===== config.mk =====
export PLATFORM = sky130hd
export DESIGN_NAME = accum_scoreboard_flat
export DESIGN_NICKNAME = d
export VERILOG_FILES = /design/src/rtl/accum_sb_pkg.sv /design/src/rtl/accum_scoreboard_if.sv /design/src/rtl/sb_delay_line.sv /design/src/rtl/accum_scoreboard.sv /design/src/flat_wrapper.sv
export SDC_FILE = /design/constraint.sdc
export NUM_CORES = 1
export LEC_CHECK = 0
export ABC_AREA = 1
export CAP_MARGIN = 20
export CORE_AREA = 3 3 294 296
export CTS_CLUSTER_DIAMETER = 30
export CTS_CLUSTER_SIZE = 14
export DETAILED_ROUTE_END_ITERATION = 12
export DIE_AREA = 0 0 297 299
export SLEW_MARGIN = 0
export SYNTH_ARGS = -nofsm -noshare
export SYNTH_HDL_FRONTEND = slang
export SYNTH_HIERARCHICAL = 1
export SYNTH_SLANG_ARGS = --single-unit

===== constraint.sdc =====
create_clock -name clk -period 4 [get_ports clk]
set_clock_uncertainty 0.15 [all_clocks]
set_input_delay 0.6 -clock clk [delete_from_list [all_inputs] [get_ports clk]]
set_output_delay 0.6 -clock clk [all_outputs]
set_load 0.05 [all_outputs]

===== src/rtl/accum_sb_pkg.sv =====
// Shared types and constants for the accumulator scoreboard.
// Holds the FSM state encoding, mismatch flag positions and the saturating counter helper.
package accum_sb_pkg;

  typedef enum logic [1:0] {
    SB_IDLE,
    SB_WARMUP,
    SB_CHECK,
    SB_DONE
  } sb_state_t;

  localparam int ERR_W      = 3;
  localparam int ERR_ACCUM  = 0;
  localparam int ERR_BYPASS = 1;
  localparam int ERR_PT     = 2;

  localparam logic [15:0] ERR_CNT_MAX = 16'hFFFF;

  // Error counter sticks at its maximum instead of wrapping back to a "clean" value.
  function automatic logic [15:0] sat_inc16(input logic [15:0] value);
    return (value == ERR_CNT_MAX) ? value : value + 16'd1;
  endfunction

endpackage


===== src/rtl/accum_scoreboard_if.sv =====
// Bundle of the observed accumulator-wrapper signals plus the scoreboard verdict outputs.
// The slave side is the scoreboard; the master side is whoever drives stimulus and reads results.
interface accum_scoreboard_if #(
  parameter int ACC_W = 32,
  parameter int PT_W  = 310
);
  import accum_sb_pkg::*;

  logic             start;
  logic [ACC_W-1:0] accum_in;
  logic             accum_bypass;
  logic [ACC_W-1:0] accum_out;
  logic [ACC_W-1:0] accum_bypass_out;
  logic [PT_W-1:0]  pt_in;
  logic [PT_W-1:0]  pt_out;

  logic             busy;
  logic             done;
  logic             pass;
  logic [15:0]      err_count;
  logic [ERR_W-1:0] err_mask;
  logic [15:0]      first_err_cycle;

  modport master (
    output start, accum_in, accum_bypass, accum_out, accum_bypass_out, pt_in, pt_out,
    input  busy, done, pass, err_count, err_mask, first_err_cycle
  );

  modport slave (
    input  start, accum_in, accum_bypass, accum_out, accum_bypass_out, pt_in, pt_out,
    output busy, done, pass, err_count, err_mask, first_err_cycle
  );

endinterface


===== src/rtl/sb_delay_line.sv =====
// Fixed-depth register pipeline used to align golden values with the DUT's latency.
// A depth of zero degenerates to a plain wire.
module sb_delay_line #(
  parameter int WIDTH = 1,
  parameter int DEPTH = 0
) (
  input  logic             clk,
  input  logic             rst,
  input  logic [WIDTH-1:0] d,
  output logic [WIDTH-1:0] q
);

  generate
    if (DEPTH == 0) begin : g_wire
      logic unused_clk_rst;
      assign unused_clk_rst = clk ^ rst;
      assign q = d;
    end else begin : g_regs
      logic [WIDTH-1:0] stage [DEPTH];

      always_ff @(posedge clk or posedge rst) begin
        if (rst) begin
          for (int i = 0; i < DEPTH; i++) begin
            stage[i] <= '0;
          end
        end else begin
          stage[0] <= d;
          for (int i = 1; i < DEPTH; i++) begin
            stage[i] <= stage[i-1];
          end
        end
      end

      assign q = stage[DEPTH-1];
    end
  endgenerate

endmodule


===== src/rtl/accum_scoreboard.sv =====
// Downstream checker for the protected accumulator wrapper: runs a golden accumulator,
// compares outputs and passthrough lanes over a fixed window and reports a verdict.
module accum_scoreboard #(
  parameter int               ACC_W      = 32,
  parameter int               PT_W       = 310,
  parameter int               LATENCY    = 1,
  parameter int               PT_LATENCY = 0,
  parameter int               NUM_CYCLES = 10,
  parameter logic [ACC_W-1:0] ACC_INIT   = '0
) (
  input logic               clk,
  input logic               rst,
  accum_scoreboard_if.slave sb
);
  import accum_sb_pkg::*;

  localparam logic [15:0] WARM_LAST  = 16'(LATENCY - 1);
  localparam logic [15:0] CHECK_LAST = 16'(NUM_CYCLES - 1);

  sb_state_t        state;
  logic [ACC_W-1:0] acc_exp;
  logic [15:0]      warm_cnt;
  logic [15:0]      idx;

  logic             busy_q;
  logic             done_q;
  logic             pass_q;
  logic [15:0]      err_count_q;
  logic [ERR_W-1:0] err_mask_q;
  logic [15:0]      first_err_q;

  logic [ACC_W-1:0] exp_out;
  logic [ACC_W-1:0] exp_byp;
  logic [PT_W-1:0]  exp_pt;
  logic [ERR_W-1:0] mism;

  // The model register is one cycle ahead of a LATENCY=1 DUT, so only LATENCY-1 extra stages.
  sb_delay_line #(
    .WIDTH (ACC_W),
    .DEPTH (LATENCY - 1)
  ) u_out_dly (
    .clk (clk),
    .rst (rst),
    .d   (acc_exp),
    .q   (exp_out)
  );

  sb_delay_line #(
    .WIDTH (PT_W),
    .DEPTH (PT_LATENCY)
  ) u_pt_dly (
    .clk (clk),
    .rst (rst),
    .d   (sb.pt_in),
    .q   (exp_pt)
  );

  // Case-inequality so an X or Z on any observed DUT output is reported as a mismatch.
  always_comb begin
    exp_byp          = sb.accum_bypass ? sb.accum_in : exp_out;
    mism             = '0;
    mism[ERR_ACCUM]  = (sb.accum_out !== exp_out);
    mism[ERR_BYPASS] = (sb.accum_bypass_out !== exp_byp);
    mism[ERR_PT]     = (sb.pt_out !== exp_pt);
  end

  always_ff @(posedge clk or posedge rst) begin
    if (rst) begin
      state       <= SB_IDLE;
      acc_exp     <= '0;
      warm_cnt    <= '0;
      idx         <= '0;
      busy_q      <= 1'b0;
      done_q      <= 1'b0;
      pass_q      <= 1'b0;
      err_count_q <= '0;
      err_mask_q  <= '0;
      first_err_q <= ERR_CNT_MAX;
    end else begin
      case (state)
        SB_IDLE, SB_DONE: begin
          if (sb.start) begin
            state       <= SB_WARMUP;
            acc_exp     <= ACC_INIT;
            warm_cnt    <= '0;
            idx         <= '0;
            busy_q      <= 1'b1;
            done_q      <= 1'b0;
            pass_q      <= 1'b0;
            err_count_q <= '0;
            err_mask_q  <= '0;
            first_err_q <= ERR_CNT_MAX;
          end
        end

        SB_WARMUP: begin
          acc_exp <= acc_exp + sb.accum_in;
          if (warm_cnt == WARM_LAST) begin
            state <= SB_CHECK;
          end else begin
            warm_cnt <= warm_cnt + 16'd1;
          end
        end

        SB_CHECK: begin
          acc_exp <= acc_exp + sb.accum_in;
          // A non-zero count is the "already failed" marker because it can never return to zero.
          if (|mism) begin
            err_count_q <= sat_inc16(err_count_q);
            err_mask_q  <= err_mask_q | mism;
            if (err_count_q == '0) begin
              first_err_q <= idx;
            end
          end
          if (idx == CHECK_LAST) begin
            state  <= SB_DONE;
            busy_q <= 1'b0;
            done_q <= 1'b1;
            pass_q <= (err_count_q == '0) && (mism == '0);
          end else begin
            idx <= idx + 16'd1;
          end
        end

        default: begin
          state  <= SB_IDLE;
          busy_q <= 1'b0;
          done_q <= 1'b0;
        end
      endcase
    end
  end

  assign sb.busy            = busy_q;
  assign sb.done            = done_q;
  assign sb.pass            = pass_q;
  assign sb.err_count       = err_count_q;
  assign sb.err_mask        = err_mask_q;
  assign sb.first_err_cycle = first_err_q;

endmodule


===== src/flat_wrapper.sv =====
// flat-port wrapper written by rule: the top's interface ports become plain ports
module accum_scoreboard_flat import accum_sb_pkg::*;
#(
  parameter int               ACC_W      = 32,
  parameter int               PT_W       = 310,
  parameter int               LATENCY    = 1,
  parameter int               PT_LATENCY = 0,
  parameter int               NUM_CYCLES = 10,
  parameter logic [ACC_W-1:0] ACC_INIT   = '0
)
  (clk, rst, sb_start, sb_accum_in, sb_accum_bypass, sb_accum_out, sb_accum_bypass_out, sb_pt_in, sb_pt_out, sb_busy, sb_done, sb_pass, sb_err_count, sb_err_mask, sb_first_err_cycle);
  accum_scoreboard_if #(.ACC_W(ACC_W), .PT_W(PT_W)) sb_i ();
  input logic clk;
  input logic rst;
  input wire logic [$bits(sb_i.start)-1:0] sb_start;
  input wire logic [$bits(sb_i.accum_in)-1:0] sb_accum_in;
  input wire logic [$bits(sb_i.accum_bypass)-1:0] sb_accum_bypass;
  input wire logic [$bits(sb_i.accum_out)-1:0] sb_accum_out;
  input wire logic [$bits(sb_i.accum_bypass_out)-1:0] sb_accum_bypass_out;
  input wire logic [$bits(sb_i.pt_in)-1:0] sb_pt_in;
  input wire logic [$bits(sb_i.pt_out)-1:0] sb_pt_out;
  output wire logic [$bits(sb_i.busy)-1:0] sb_busy;
  output wire logic [$bits(sb_i.done)-1:0] sb_done;
  output wire logic [$bits(sb_i.pass)-1:0] sb_pass;
  output wire logic [$bits(sb_i.err_count)-1:0] sb_err_count;
  output wire logic [$bits(sb_i.err_mask)-1:0] sb_err_mask;
  output wire logic [$bits(sb_i.first_err_cycle)-1:0] sb_first_err_cycle;
  assign sb_i.start = sb_start;
  assign sb_i.accum_in = sb_accum_in;
  assign sb_i.accum_bypass = sb_accum_bypass;
  assign sb_i.accum_out = sb_accum_out;
  assign sb_i.accum_bypass_out = sb_accum_bypass_out;
  assign sb_i.pt_in = sb_pt_in;
  assign sb_i.pt_out = sb_pt_out;
  assign sb_busy = sb_i.busy;
  assign sb_done = sb_i.done;
  assign sb_pass = sb_i.pass;
  assign sb_err_count = sb_i.err_count;
  assign sb_err_mask = sb_i.err_mask;
  assign sb_first_err_cycle = sb_i.first_err_cycle;
  accum_scoreboard #(.ACC_W(ACC_W), .PT_W(PT_W), .LATENCY(LATENCY), .PT_LATENCY(PT_LATENCY), .NUM_CYCLES(NUM_CYCLES), .ACC_INIT(ACC_INIT)) u_core (.clk(clk), .rst(rst), .sb(sb_i));
endmodule

==> flow_summary.json, run 1 <==
{
  "critPathMaxStageDelay_ps": 530,
  "cts.hold.buffers_added": 0,
  "period_share_pct": 87.4,
  "p_total_mw": 8.13,
  "critPathMaxFanout": 20,
  "antenna_found_initial": 43,
  "synth_edf_count": 0,
  "path_clk_slew_ps": 70,
  "cts_max_level": 3,
  "setup_ws_ps": 502,
  "ys_ff_latch": 104,
  "io_pins": 758,
  "yosysMostFrequentCell": "nand2_1",
  "final_util_pct": 26.5,
  "vias": 16546,
  "cp.arrival_ps": 3650,
  "clkLatencyLatePin_ps": 370,
  "crit_path_start_kind": "input pin",
  "p_sw_mw": 4.07,
  "slew_violations": 0,
  "clock-sinks": 104,
  "clk_path_buf_depth": 2,
  "routed_via_density": 4.11,
  "post-route-min-period_ps": 3500,
  "grt_pass1_vias": 15905,
  "synthesis.area_um2": 15500,
  "place.gp.congestion": 0.975,
  "endpoint_kind": "flip-flop",
  "synthArstFlopShare_pct": 100,
  "wl_per_cell_um": 20.4,
  "synth.top_cell.area_share_pct": 17.7,
  "p_int_mw": 4.07,
  "layoutNonFillerInstCount": 4027,
  "die_w_um": 297,
  "synth_nets": 3225,
  "synth.avg_cell_area_um2": 6.30,
  "fin_nets": 3635,
  "track_usage_pct": 17.8,
  "ys_types": 47,
  "drv_cap": 0,
  "fin_hold_ws_ps": 316,
  "slew_headroom_pct": 46.3,
  "critical_path.cell_chain": "clkdlybuf4s50_1, xnor2_1, nand3_1, nor2_1, nand3_1, nor2_1, nand3_1, nor2_2, nand3_4, nand3_2, nand2_1, nand2_1",
  "pwr_density_cell_nw_per_um2": 366,
  "leakage_nw": 9.35,
  "initial_core_util_pct": 18.5,
  "cts_tree": "done",
  "max_freq_ghz": 0.286,
  "p_clk_share_pct": 11.3,
  "dieHeight_um": 299,
  "setup_viol": 0,
  "placed_cells": 3997,
  "drc": 0,
  "grt_max_degree": 56,
  "netSwitchingFraction_pct": 50.0,
  "synthFlopType": "dfrtp_1",
  "netlist_top_cells_count": "731 x nand2_1, 343 x buf_4, 260 x inv_1",
  "hpwl_um": 73600,
  "worst_path_max_delay_cell": "clkdlybuf4s50_1",
  "rsz0062_at_grt": "false",
  "hold_violations": 0,
  "ys_top_cells_by_area": "nand2_1 18%, buf_4 17%, dfrtp_1 14%",
  "antenna_left": 0,
  "area_growth_pct": 43.1,
  "portBuffers": 757,
  "cts_setup_buffers": 0,
  "cts_buffers": 9,
  "synth_area_leader_cell": "nand2_1",
  "cts_resized": 0,
  "pwr-share-comb_pct": 66.6,
  "routed_wl_um": 82200,
  "drt-initial-drc-count": 1029,
  "peakVddDrop_v": 0.000308,
  "drive_gt1_share_pct": 3.02,
  "ys_seq_area_share_pct": 16.9,
  "yosys_warnings": 6,
  "rows": 106,
  "hp-class": "reg -> reg",
  "cpMostUsedCell": "nand3_1",
  "status": "complete, no violations",
  "core_area_um2": 83800,
  "worstSetupPathType": "in -> reg",
  "worst_ep_required_time_ps": 4160,
  "worst_pin_slew_ps": 806,
  "rrSetupSlack_ps": 760,
  "dp_slack_ps": -189,
  "cts_root_buf": "clkbuf_16",
  "grt_pass1_wl_um": 115000,
  "p_seq_share_pct": 22.2,
  "dr.pass1.iters": 5,
  "synth_cells": 2464,
  "grt-ovfl-total": 0,
  "dieArea_um2": 88800
}
[cells in the final DEF (no fill, tap or decap), types with 64 or more instances in the layout]
cell type / instances
nand3_1: 75
xnor2_1: 216
clkdlybuf4s50_1: 757
a21oi_1: 67
nor2_1: 233
o21ai_0: 81
dfrtp_1: 88
xor2_1: 64
nand2_1: 731
nand4_1: 68
inv_1: 259
[worst max-delay path, delay by kind of cell]
family | cells | cell delay [ps]
AND/OR/NAND/NOR | 10 | 2390
buffers and inverters | 1 | 530
XOR/XNOR | 1 | 140
[sequential cells by signal (all words and copies together), names as in the netlist]
signal and cells:
u_core/state 2, u_core/sb.err_count 16, u_core/sb.busy 1, u_core/acc_exp 32, u_core/idx 16, u_core/warm_cnt 16
u_core/sb.pass 1, u_core/sb.first_err_cycle 16, u_core/sb.err_mask 3, u_core/sb.done 1
[power by group through the flow]
stage	clock network (mW)	logic [mW]	registers, mW
final	0.916	5.42	1.80
after global routing	1.00	6.03	1.85
after CTS	0.961	5.40	1.80
after detailed placement	0	5.37	1.82
after global placement	0	5.33	1.82
after floorplan	0	3.54	2.05
[routing by layer]
layer	global-route usage [%]	wire length, um	share of wire, %
met3	5.25	7060	8.6
met2	30.1	38600	47
met4	3.25	1330	1.6
met1	22.5	34900	43
met5	0	202	0.25
[final timing paths]
check                                                 to  cells after the start                           from
setup / recovery            u_core/sb.first_err_cycle[5]                     12               sb_accum_out[29]
hold / removal             u_core/sb.first_err_cycle[14]                      2  u_core/sb.first_err_cycle[14]
setup reg to reg            u_core/sb.first_err_cycle[5]                     11             u_core/acc_exp[30]
hold reg to reg            u_core/sb.first_err_cycle[14]                      2  u_core/sb.first_err_cycle[14]
max in group asynchronous        u_core/sb.err_count[15]                      4                            rst
min in group asynchronous              u_core/acc_exp[1]                      2                            rst
[per-stage QoR]
step | cell area [um2] | TNS, ps
after floorplan | 15500 | 0
after global placement | 21900 | -3300
after detailed placement | 21900 | -3760
after CTS | 22200 | 0
after global routing | 22200 | 0
final | 22200 | 0
[layout make-up]
cell class	count	area (um2)
antenna	14	35.0
clock buffer	10	239
clock inverter	6	60.1
fill	9302	61600
inverter	264	993
multi-input combinational	1722	9120
sequential	104	2620
tap	1134	1420
timing repair buffer	773	7710
[cell families (layout without fill, tap and decap cells)]
family	count (synthesis)	count (layout)	share of synthesized area, %
buffers and inverters	638	1053	24.3
adder cells (fa/ha/maj)	41	41	3.36
AO/OA/AOI/OAI	194	194	7.04
AND/OR/NAND/NOR	1207	1207	32.6
XOR/XNOR	280	280	15.8
other	0	14	0
flip-flops	104	104	16.9
Note: power is estimated with default switching activity, not from simulation.
==> inputs of run 2 (changes only) <==
--- a/config.mk
+++ b/config.mk
@@ -7,11 +7,14 @@
 export LEC_CHECK = 0
 export ABC_AREA = 1
 export CAP_MARGIN = 20
+export CELL_PAD_IN_SITES_DETAIL_PLACEMENT = 0
+export CELL_PAD_IN_SITES_GLOBAL_PLACEMENT = 1
 export CORE_AREA = 3 3 294 296
 export CTS_CLUSTER_DIAMETER = 30
 export CTS_CLUSTER_SIZE = 14
 export DETAILED_ROUTE_END_ITERATION = 12
 export DIE_AREA = 0 0 297 299
+export PLACE_DENSITY_LB_ADDON = 0.1
 export SLEW_MARGIN = 0
 export SYNTH_ARGS = -nofsm -noshare
 export SYNTH_HDL_FRONTEND = slang
==> flow_summary.json, run 2 (synthesis gave the netlist of run 1 again) <==
{
  "layoutNonFillerInstCount": 4017,
  "path_clk_slew_ps": 80,
  "dr.pass1.iters": 7,
  "routed_wl_um": 82600,
  "critPathMaxFanout": 20,
  "worstSetupPathType": "in -> reg",
  "place.gp.congestion": 0.909,
  "min-delay-start": "u_core/sb.first_err_cycle[9]",
  "cp_num_buf_inv": 1,
  "r2r-start": "u_core/state[0]",
  "grt_pass1_vias": 16587,
  "rows": 106,
  "hold_end": "u_core/sb.first_err_cycle[9]",
  "cts_max_level": 3,
  "cts_tree": "done",
  "portBuffers": 757,
  "clock-sinks": 104,
  "peakVddDrop_v": 0.000404,
  "fin_hold_ws_ps": 319,
  "pwr_density_cell_nw_per_um2": 373,
  "vias": 15992,
  "reg2reg_depth": 12,
  "drv_cap": 0,
  "multi_input_area_um2": 9120,
  "antenna_found_initial": 40,
  "slew_headroom_pct": 46.6,
  "drc": 0,
  "grt_pass1_wl_um": 118000,
  "cts_setup_buffers": 0,
  "cts_resized": 0,
  "status": "complete, no violations",
  "drive_gt1_share_pct": 3.02,
  "dieArea_um2": 88800,
  "crit_path_start_kind": "input pin",
  "post-route-min-period_ps": 3590,
  "fin_nets": 3634,
  "placed_cells": 3996,
  "p_sw_mw": 4.16,
  "largest_register_ffs": 32,
  "endpoint_kind": "flip-flop",
  "cts_buffers": 9,
  "io_pins": 758,
  "grt_max_degree": 42,
  "dp_slack_ps": -316,
  "rrSetupSlack_ps": 600,
  "core_area_um2": 83800,
  "mostFrequentLayoutCell": "clkdlybuf4s50_1",
  "antenna_left": 0,
  "regMostFlops": "u_core/acc_exp",
  "hpwl_um": 73300,
  "fillers": 9319,
  "leakage_nw": 9.35,
  "worst_ep_required_time_ps": 4180,
  "seqCellArea_um2": 2620,
  "area_growth_pct": 42.9,
  "critical_path.cell_chain": "clkdlybuf4s50_1, xnor2_1, nand2_1, nor2_1, nand2_1, nor2_1, nand2_1, nor2_1, nand2_1, nor2_1, nand3_4, nand3_2, nand2_1, nand2_1",
  "dieHeight_um": 299,
  "clk_path_buf_depth": 2,
  "track_usage_pct": 18.1,
  "worst_pin_slew_ps": 797,
  "p_clk_share_pct": 11.8,
  "wl_per_cell_um": 20.6,
  "final_util_pct": 26.5,
  "setup_ws_ps": 415,
  "hp-class": "reg -> reg",
  "routed_via_density": 3.98,
  "mostFrequentLayoutCells": "756 x clkdlybuf4s50_1, 731 x nand2_1, 259 x inv_1",
  "cts_root_buf": "clkbuf_16",
  "clkLatencyLatePin_ps": 380,
  "hold_violations": 0,
  "p_int_mw": 4.10,
  "max_freq_ghz": 0.279,
  "worst_path_max_delay_cell": "clkdlybuf4s50_1",
  "die_w_um": 297,
  "netSwitchingFraction_pct": 50.4,
  "p_total_mw": 8.26,
  "rsz0062_at_grt": "false",
  "setup_viol": 0,
  "p_seq_share_pct": 21.7,
  "cp_top_family": "simple AND/OR/NAND/NOR gates",
  "grt-ovfl-total": 0,
  "cp.arrival_ps": 3770,
  "period_share_pct": 89.6,
  "r2r-end": "u_core/warm_cnt[10]",
  "holdPathStages": 2,
  "slew_violations": 0,
  "cpMostUsedCell": "nand2_1",
  "drt-initial-drc-count": 767,
  "initial_core_util_pct": 18.5,
  "pwr-share-comb_pct": 66.5,
  "critPathMaxStageDelay_ps": 520,
  "cts.hold.buffers_added": 0
}
## run 2: how the worst max path moves through the flow
stage                     slack (ps)         start  cells past startpoint                            end
after global placement          -280  sb_pt_in[86]                     14  u_core/sb.first_err_cycle[15]
after CTS                        100  sb_pt_in[86]                     14  u_core/sb.first_err_cycle[15]
final                            410  sb_pt_in[86]                     14  u_core/sb.first_err_cycle[15]
after global routing               9  sb_pt_in[86]                     14   u_core/sb.first_err_cycle[2]
after detailed placement        -320  sb_pt_in[86]                     14  u_core/sb.first_err_cycle[15]
after floorplan                  540           rst                      1              u_core/acc_exp[0]
## run 2: worst min-delay path: cells and delay by family, from the launching register on
family | cells | cell delay (ps)
flip-flops | 1 | 380
AND/OR/NAND/NOR | 2 | 100
## run 2: stage by stage
step | TNS [ps] | cell area, um2
floorplan | 0 | 15500
CTS | 0 | 22200
global route | 0 | 22200
finish | 0 | 22200
global placement | -8010 | 21800
detailed placement | -9170 | 21800
## run 2: metal layers
metal	part of all wire, %	routed length (um)	track usage [%]	up-vias
met3	6.7	5570	5.33	82
met2	51	42500	34.4	521
li1	-	-	-	8193
met4	0.65	534	1.26	32
met1	41	33700	20.7	7164
met5	0.25	204	0	-
## run 2: power by group through the flow
| stage | clock [mW] | sequential (mW) | combinational [mW] |
|---|---|---|---|
| 2_1_floorplan | 0 | 2.05 | 3.54 |
| 5_1_grt | 1.05 | 1.84 | 6.18 |
| 4_1_cts | 1.03 | 1.80 | 5.59 |
| 6_report | 0.977 | 1.79 | 5.50 |
| 3_5_place_dp | 0 | 1.81 | 5.56 |
| 3_3_place_gp | 0 | 1.81 | 5.55 |
## run 2: cell type report
cell class / instances / share of cell area, %
clock buffer: 11 / 1.19
tap: 1134 / 6.40
multi-input combinational: 1722 / 41.1
clock inverter: 5 / 0.209
sequential: 104 / 11.8
timing repair buffer: 772 / 34.7
antenna: 5 / 0.0564
inverter: 264 / 4.48
==> inputs of run 3 (changes only) <==
--- a/config.mk
+++ b/config.mk
@@ -11,7 +11,7 @@
 export CELL_PAD_IN_SITES_GLOBAL_PLACEMENT = 1
 export CORE_AREA = 3 3 294 296
 export CTS_CLUSTER_DIAMETER = 30
-export CTS_CLUSTER_SIZE = 14
+export CTS_CLUSTER_SIZE = 20
 export DETAILED_ROUTE_END_ITERATION = 12
 export DIE_AREA = 0 0 297 299
 export PLACE_DENSITY_LB_ADDON = 0.1
==> results of run 3 <==
The final DEF is identical to that of run 2; final timing and power are the same.
